### src/rtl/fetch_pc_pkg.sv
`default_nettype none
// ============================================================================
// Module  : fetch_pc_pkg
// Purpose : Shared definitions for the MIPS fetch-stage program counter.
//           Holds the default geometry, the next-PC source encoding and a
//           ceil(log2) helper used to size index and offset fields.
// Ports   : none (package)
// Macros  : none here; see fetch_pc for PC_BTB_EN
// Revision: 1.0 - initial release
// ============================================================================
package fetch_pc_pkg;

    localparam int          PC_ADDR_W       = 32;
    localparam int          PC_INST_BYTES   = 4;
    localparam logic [31:0] PC_RESET_VECTOR = 32'h0000_0000;
    localparam int          PC_BTB_DEPTH    = 16;

    // Next-PC source, listed in decreasing priority. HOLD covers the stall
    // case, where pc_o keeps its value and a branch may be parked instead.
    typedef enum logic [2:0] {
        SRC_FLUSH   = 3'd0,
        SRC_HOLD    = 3'd1,
        SRC_BRANCH  = 3'd2,
        SRC_PENDING = 3'd3,
        SRC_PRED    = 3'd4,
        SRC_SEQ     = 3'd5
    } pc_src_e;

    // ceil(log2(n)); returns 0 for n <= 1.
    function automatic int CLOG2(input int n);
        int r;
        r = 0;
        while ((1 << r) < n) begin
            r = r + 1;
        end
        return r;
    endfunction

endpackage : fetch_pc_pkg
`default_nettype wire

### src/rtl/fetch_btb.sv
`default_nettype none
// ============================================================================
// Module  : fetch_btb
// Purpose : Direct-mapped branch target buffer for the fetch PC.
//           Each entry is {valid, tag, target}. Lookup is combinational off
//           registered storage, so a same-cycle update to the looked-up
//           index returns the old entry; the new one is seen next cycle.
// Ports   : clk, rst_n          clock, synchronous active-low reset
//           lookup_pc_i         address being looked up (current pc_o)
//           hit_o, target_o     lookup result
//           upd_valid_i         write strobe
//           upd_pc_i            branch address to store
//           upd_target_i        taken target to store
// Macros  : instantiated only when PC_BTB_EN is defined
// Revision: 1.0 - initial release
// ============================================================================
module fetch_btb
    import fetch_pc_pkg::*;
#(
    parameter int ADDR_W     = PC_ADDR_W,
    parameter int INST_BYTES = PC_INST_BYTES,
    parameter int BTB_DEPTH  = PC_BTB_DEPTH
) (
    input  logic              clk,
    input  logic              rst_n,
    input  logic [ADDR_W-1:0] lookup_pc_i,
    output logic              hit_o,
    output logic [ADDR_W-1:0] target_o,
    input  logic              upd_valid_i,
    input  logic [ADDR_W-1:0] upd_pc_i,
    input  logic [ADDR_W-1:0] upd_target_i
);

    localparam int OFF_W   = CLOG2(INST_BYTES);
    localparam int IDX_W   = CLOG2(BTB_DEPTH);
    localparam int TAG_LSB = OFF_W + IDX_W;
    localparam int TAG_W   = ADDR_W - TAG_LSB;

    logic [BTB_DEPTH-1:0] valid_q;
    logic [TAG_W-1:0]     tag_q [BTB_DEPTH];
    logic [ADDR_W-1:0]    tgt_q [BTB_DEPTH];

    logic [IDX_W-1:0] w_lk_idx;
    logic [TAG_W-1:0] w_lk_tag;
    logic [IDX_W-1:0] w_up_idx;
    logic [TAG_W-1:0] w_up_tag;
    logic             w_unused_lsb;

    assign w_lk_idx = lookup_pc_i[OFF_W +: IDX_W];
    assign w_lk_tag = lookup_pc_i[ADDR_W-1:TAG_LSB];
    assign w_up_idx = upd_pc_i[OFF_W +: IDX_W];
    assign w_up_tag = upd_pc_i[ADDR_W-1:TAG_LSB];

    // Byte-offset bits never take part in indexing or tagging.
    assign w_unused_lsb = ^(lookup_pc_i ^ upd_pc_i);

    assign hit_o    = valid_q[w_lk_idx] && (tag_q[w_lk_idx] == w_lk_tag);
    assign target_o = tgt_q[w_lk_idx];

    // Only the valid bits need a reset; tag/target are qualified by them.
    always_ff @(posedge clk) begin
        if (!rst_n) begin
            valid_q <= '0;
        end else if (upd_valid_i) begin
            valid_q[w_up_idx] <= 1'b1;
        end
    end

    always_ff @(posedge clk) begin
        if (upd_valid_i) begin
            tag_q[w_up_idx] <= w_up_tag;
            tgt_q[w_up_idx] <= upd_target_i;
        end
    end

endmodule : fetch_btb
`default_nettype wire

### src/rtl/fetch_pc.sv
`default_nettype none
// ============================================================================
// Module  : fetch_pc
// Purpose : Next-PC generator for the MIPS fetch stage. Drives the
//           instruction-ROM address each cycle with a configurable reset
//           vector, a flush redirect that beats stalls and branches, and a
//           pending-redirect latch that keeps a branch resolved during a
//           stall until the stall releases.
// Ports   : clk, rst_n              clock, synchronous active-low reset
//           stall_i                 hold PC
//           flush_i/flush_target_i  exception/eret redirect (beats stall)
//           br_taken_i/br_target_i  resolved taken branch
//           upd_valid_i/upd_pc_i/upd_target_i  BTB update (PC_BTB_EN only)
//           pc_o                    current fetch address
//           pc_valid_o              pc_o is a real fetch
//           pend_o                  a redirect is parked behind a stall
//           pred_hit_o              pc_o came from a BTB prediction
// Macros  : PC_BTB_EN - adds the fetch_btb predictor; without it the upd_*
//           ports are ignored and pred_hit_o stays 0.
// Revision: 1.0 - initial release
// ============================================================================
module fetch_pc
    import fetch_pc_pkg::*;
#(
    parameter int                ADDR_W       = PC_ADDR_W,
    parameter int                INST_BYTES   = PC_INST_BYTES,
    parameter logic [ADDR_W-1:0] RESET_VECTOR = ADDR_W'(PC_RESET_VECTOR),
    parameter int                BTB_DEPTH    = PC_BTB_DEPTH
) (
    input  logic              clk,
    input  logic              rst_n,
    input  logic              stall_i,
    input  logic              flush_i,
    input  logic [ADDR_W-1:0] flush_target_i,
    input  logic              br_taken_i,
    input  logic [ADDR_W-1:0] br_target_i,
    input  logic              upd_valid_i,
    input  logic [ADDR_W-1:0] upd_pc_i,
    input  logic [ADDR_W-1:0] upd_target_i,
    output logic [ADDR_W-1:0] pc_o,
    output logic              pc_valid_o,
    output logic              pend_o,
    output logic              pred_hit_o
);

    localparam logic [ADDR_W-1:0] ALIGN_MASK = ~ADDR_W'(INST_BYTES - 1);
    localparam logic [ADDR_W-1:0] PC_STEP    = ADDR_W'(INST_BYTES);

    logic [ADDR_W-1:0] pc_q,       pc_d;
    logic              valid_q;
    logic              pend_q,     pend_d;
    logic [ADDR_W-1:0] pend_tgt_q, pend_tgt_d;
    logic              hit_q,      hit_d;

    logic [ADDR_W-1:0] w_flush_tgt;
    logic [ADDR_W-1:0] w_br_tgt;
    logic              w_pred_hit;
    logic [ADDR_W-1:0] w_pred_tgt;
    pc_src_e           w_src;

    assign w_flush_tgt = flush_target_i & ALIGN_MASK;
    assign w_br_tgt    = br_target_i    & ALIGN_MASK;

`ifdef PC_BTB_EN
    logic [ADDR_W-1:0] w_btb_tgt;

    // Updates are ignored until the first valid fetch cycle.
    fetch_btb #(
        .ADDR_W     (ADDR_W),
        .INST_BYTES (INST_BYTES),
        .BTB_DEPTH  (BTB_DEPTH)
    ) u_btb (
        .clk          (clk),
        .rst_n        (rst_n),
        .lookup_pc_i  (pc_q),
        .hit_o        (w_pred_hit),
        .target_o     (w_btb_tgt),
        .upd_valid_i  (upd_valid_i & valid_q),
        .upd_pc_i     (upd_pc_i),
        .upd_target_i (upd_target_i)
    );

    assign w_pred_tgt = w_btb_tgt & ALIGN_MASK;
`else
    logic w_unused_upd;

    assign w_unused_upd = ^{upd_valid_i, upd_pc_i, upd_target_i};
    assign w_pred_hit   = 1'b0;
    assign w_pred_tgt   = '0;
`endif

    // Source selection in priority order.
    always_comb begin
        w_src = SRC_SEQ;
        if (flush_i) begin
            w_src = SRC_FLUSH;
        end else if (stall_i) begin
            w_src = SRC_HOLD;
        end else if (br_taken_i) begin
            w_src = SRC_BRANCH;
        end else if (pend_q) begin
            w_src = SRC_PENDING;
        end else if (w_pred_hit) begin
            w_src = SRC_PRED;
        end
    end

    always_comb begin
        pc_d       = pc_q;
        pend_d     = pend_q;
        pend_tgt_d = pend_tgt_q;
        hit_d      = hit_q;
        case (w_src)
            SRC_FLUSH: begin
                pc_d       = w_flush_tgt;
                pend_d     = 1'b0;
                pend_tgt_d = '0;
                hit_d      = 1'b0;
            end
            SRC_HOLD: begin
                // pc_o (and its prediction flag) hold; the latest branch
                // seen during the stall wins the pending slot.
                if (br_taken_i) begin
                    pend_d     = 1'b1;
                    pend_tgt_d = w_br_tgt;
                end
            end
            SRC_BRANCH: begin
                pc_d       = w_br_tgt;
                pend_d     = 1'b0;
                pend_tgt_d = '0;
                hit_d      = 1'b0;
            end
            SRC_PENDING: begin
                pc_d       = pend_tgt_q;
                pend_d     = 1'b0;
                pend_tgt_d = '0;
                hit_d      = 1'b0;
            end
            SRC_PRED: begin
                pc_d  = w_pred_tgt;
                hit_d = 1'b1;
            end
            default: begin
                pc_d  = pc_q + PC_STEP;
                hit_d = 1'b0;
            end
        endcase
    end

    // The first cycle out of reset only raises valid, so the first real
    // fetch is RESET_VECTOR; redirect inputs are ignored until then.
    always_ff @(posedge clk) begin
        if (!rst_n) begin
            pc_q       <= RESET_VECTOR;
            valid_q    <= 1'b0;
            pend_q     <= 1'b0;
            pend_tgt_q <= '0;
            hit_q      <= 1'b0;
        end else if (!valid_q) begin
            valid_q    <= 1'b1;
        end else begin
            pc_q       <= pc_d;
            pend_q     <= pend_d;
            pend_tgt_q <= pend_tgt_d;
            hit_q      <= hit_d;
        end
    end

    assign pc_o       = pc_q;
    assign pc_valid_o = valid_q;
    assign pend_o     = pend_q;
    assign pred_hit_o = hit_q;

endmodule : fetch_pc
`default_nettype wire

### config.mk
export PLATFORM = sky130hd
export DESIGN_NAME = fetch_pc
export DESIGN_NICKNAME = d
export VERILOG_FILES = /design/src/rtl/fetch_pc_pkg.sv /design/src/rtl/fetch_btb.sv /design/src/rtl/fetch_pc.sv
export SDC_FILE = /design/constraint.sdc
export NUM_CORES = 1
export LEC_CHECK = 0
export BUFFER_PORTS_ARGS = -buffer_cell sky130_fd_sc_hd__buf_2
export CORE_MARGIN = 4
export CORE_UTILIZATION = 43
export CTS_CLUSTER_DIAMETER = 100
export DETAILED_ROUTE_END_ITERATION = 12
export PLACE_DENSITY = 0.78
export SLEW_MARGIN = 15
export SYNTH_ARGS = -nofsm -noshare
export SYNTH_HDL_FRONTEND = slang
export SYNTH_SLANG_ARGS = --single-unit
### constraint.sdc
create_clock -name clk -period 2 [get_ports clk]
set_clock_uncertainty 0.2 [all_clocks]
set_input_delay 0.1 -clock clk [delete_from_list [all_inputs] [get_ports clk]]
set_output_delay 0.1 -clock clk [all_outputs]
set_load 0.05 [all_outputs]
==> reports/metrics.yaml <==
synth_edf_count: 0
grt_use_met2_pct: 39.4
clk_latency_ns: 0.34
p_seq_share_pct: 43.7
antenna_found_initial: 0
rows: 33
endpoint: "pc_o[16]"
critPathMaxFanout: 6
cp-end-kind: "flip-flop"
worstReg2RegEnd: "pc_o[16]"
portBuffers: 97
yosys_register_bits: 63
dp.cells: 645
gr-total-overflow: 0
final_cell_count_no_fill: 705
combPwrFrac_pct: 25.3
tightestPinTransition_ns: 0.623
synth_cell_types: 57
netlist_area_sq_mm: 0.00362
power.switching_w: 0.00108
n_antenna_cell: 0
synth_flop_cell: "dfxtp_1"
outcome: "finished clean"
core_sq_mm: 0.00822
cts_buffers: 9
ant_nets: 0
switching_share_pct: 33.2
startpoint: "pc_o[2]"
synthArstFlopShare_pct: 0
worst-path-buf-inv: 2
cts_sinks: 63
num_vias: 4490
hold_slack_ns: 0.00307
grt_max_degree: 31
ctsLongestPathBuffers: 2
n_fill_cell: 666
pwr-share-clk_pct: 31.1
yosysWarnings: 0
power_density_mw_per_mm2: 651
tritoncts: "yes"
cts_root_buf: "clkbuf_8"
grt_pass1_vias: 4052
r2r_slack_ns: 0.02
avgSynthCellArea_sq_um: 7.99
grt_pass1_wl_um: 20600
rr_startpoint: "pc_o[2]"
track_usage_pct: 26.0
drt_iter0_drc: 478
io_pins: 169
cts.clk_slew.worst_paths_ns: 0.07
dr.pass1.iters: 6
wl_per_cell_um: 18.9
initial_utilization_pct: 44.1
fin_area_sq_mm: 0.00502
grt.busiest_layer: "met2"
place_hpwl_um: 8720
cap_violations: 0
rsz0062_at_grt: "true"
criticalPathCategory: "reg -> reg"
area_growth_pct: 38.7
intPower_w: 0.00218
tns_ns: 0
die_w_um: 99.8
rr_worst_depth: 7
placed_cell_area_sq_mm: 0.00436
yosysSeqAreaShare_pct: 34.8
max-slew-margin-rel_pct: 58.5
grt_use_met3_pct: 3.93
final_nets: 732
crit_path_start_kind: "flip-flop"
crit_path_top_delay_cell: "dfxtp_4"
slowest_delay_ns: 0.38
die-area_sq_mm: 0.00995
multi_input_area_sq_mm: 0.00219
fp.dieH_um: 99.8
viasPerCell: 6.37
hold_class: "in -> reg"
met1_usage_pct: 35.2
path_cells: "ha_4 -> nand4_4 -> nor4_4 -> buf_4 -> buf_4 -> a21oi_1 -> o221a_2"
cpMostUsedCell: "buf_4"
vdd_drop_max_mv: 0.413
fin_crit_ns: 1.98
synthCells: 453
drcViolationCount: 0
crit_required_ns: 2.03
globalplace.congestion: 0.937
power_leakage_nw: 2.16
drive_gt1_share_pct: 33.3
register_area_sq_mm: 0.00130
slew_violations: 0
wl_um: 13300
hold_viol_final: 0
ctsHtreeMaxLevel: 3
fin_crit_sh_pct: 99.1
cp.arrival_ns: 2.01
fmax_mhz: 505
critPathTopFamily: "simple AND/OR/NAND/NOR gates"
setup_viol: 0
cp_num_cells: 7
==> power groups by stage <==
stage / combinational (W) / clock [W] / sequential (W)
global placement: 0.000717 / 0 / 0.00144
CTS: 0.000791 / 0.00102 / 0.00142
finish: 0.000825 / 0.00102 / 0.00143
floorplan: 0.000323 / 0 / 0.00160
detailed placement: 0.000731 / 0 / 0.00145
global route: 0.000878 / 0.00107 / 0.00143
==> how the worst min path moves through the flow <==
stage	startpoint	to	slack [ns]	depth (start not counted)
after detailed placement	br_target_i[2]	pend_tgt_q[2]	0.16	3
after floorplan	rst_n	pc_valid_o	-0.07	0
final	flush_target_i[24]	pc_o[24]	0.003	4
after global placement	br_target_i[30]	pend_tgt_q[30]	0.15	3
after CTS	flush_target_i[24]	pc_o[24]	0.0008	4
after global routing	flush_target_i[13]	pc_o[13]	0.02	4
==> Yosys cell counts, types with 2 or more instances <==
cell,instances,area [sq um]
a41oi_1,9,78.8
buf_4,2,15.0
and2_1,2,12.5
o21ai_0,21,105
a21oi_1,36,180
nor3_1,5,25.0
and4_1,7,61.3
nand2_1,49,184
o211a_1,5,50.1
a2bb2oi_1,3,26.3
nor2_2,2,12.5
nor4_1,2,12.5
a31o_2,2,17.5
clkbuf_1,14,52.6
inv_1,7,26.3
or3_1,2,12.5
o221a_2,6,67.6
a22oi_1,32,240
a211oi_1,3,22.5
o211ai_1,2,15.0
nor4_4,2,42.5
nor2_1,48,180
a211o_1,4,35.0
nand2b_1,3,18.8
a222oi_1,3,30.0
o21a_1,3,22.5
a31oi_1,14,87.6
dfxtp_1,63,1260
o31ai_1,3,22.5
o221a_1,2,22.5
buf_2,21,105
a41o_1,2,20.0
nand3_1,20,100
a311o_1,2,20.0
a21o_1,2,15.0
a221o_1,2,20.0
a221oi_1,11,96.3
buf_6,2,22.5
nand4_1,5,31.3
and3_1,11,68.8
nand4_2,2,25.0
nor2b_1,2,12.5
==> repair_timing <==
action / 4_1_cts / 5_1_grt
resized for setup: 0 / 8
buffers inserted: 0 / 8
setup endpoints to repair: 0 / 4
endpoints found under the hold margin: 45 / 0
hold buffers: 38 / 0
==> metrics by stage <==
step | total power, W | util (%) | setup slack (ns)
final | 0.00327 | 61.1 | 0.0186
after global routing | 0.00338 | 61.1 | -0.0639
after CTS | 0.00323 | 59.9 | 0.0177
after detailed placement | 0.00218 | 53.1 | 0.0477
after global placement | 0.00216 | 53.1 | 0.0758
after floorplan | 0.00192 | - | 0.0409
==> cell usage in the layout (no fill, tap or decap), drive strengths merged, types with 12 or more instances in the layout <==
cell         instances
clkbuf              13
buf                134
o21ai               22
and3                12
nor2                50
a31oi               14
a21oi               36
dlygate4sd3         38
dfxtp               63
nand3               20
nand2               49
a22oi               32
==> cells by family (layout without fill, tap and decap cells) <==
kind of cell | Yosys count | after routing | synth area share (%)
other | 1 | 2 | 0.104
adder cells (fa/ha/maj) | 1 | 1 | 0.346
buffers and inverters | 47 | 193 | 6.22
AO/OA/AOI/OAI | 172 | 172 | 34.3
flip-flops | 63 | 63 | 34.8
AND/OR/NAND/NOR | 169 | 169 | 24.2
==> worst reg2reg max path, cell delays in order, from the launching register on <==
cell	delay, ns
dfxtp_4	0.38
ha_4	0.15
nand4_4	0.12
nor4_4	0.37
buf_4	0.21
buf_4	0.12
a21oi_1	0.06
o221a_2	0.26
==> registers in the layout, summed over array words and instances, names as in the netlist <==
register and flops:
pred_hit_o 1, pend_tgt_q 30, pc_valid_o 1, pc_o 30, pend_o 1
==> cell type report <==
type / count / share of cell area (%)
Sequential cell: 63 / 25.9
Timing Repair Buffer: 172 / 23.8
Tap cell: 105 / 2.62
Clock inverter: 1 / 0.0997
Multi-Input combinational cell: 344 / 43.7
Clock buffer: 13 / 3.36
Inverter: 7 / 0.523
==> per-layer routing <==
layer / vias up / wire [um]
met4: 0 / 590
met5: - / 0
met3: 56 / 1240
li1: 2021 / -
met1: 2069 / 5350
met2: 344 / 6120
No activity file was read; power rests on OpenSTA's default activity.
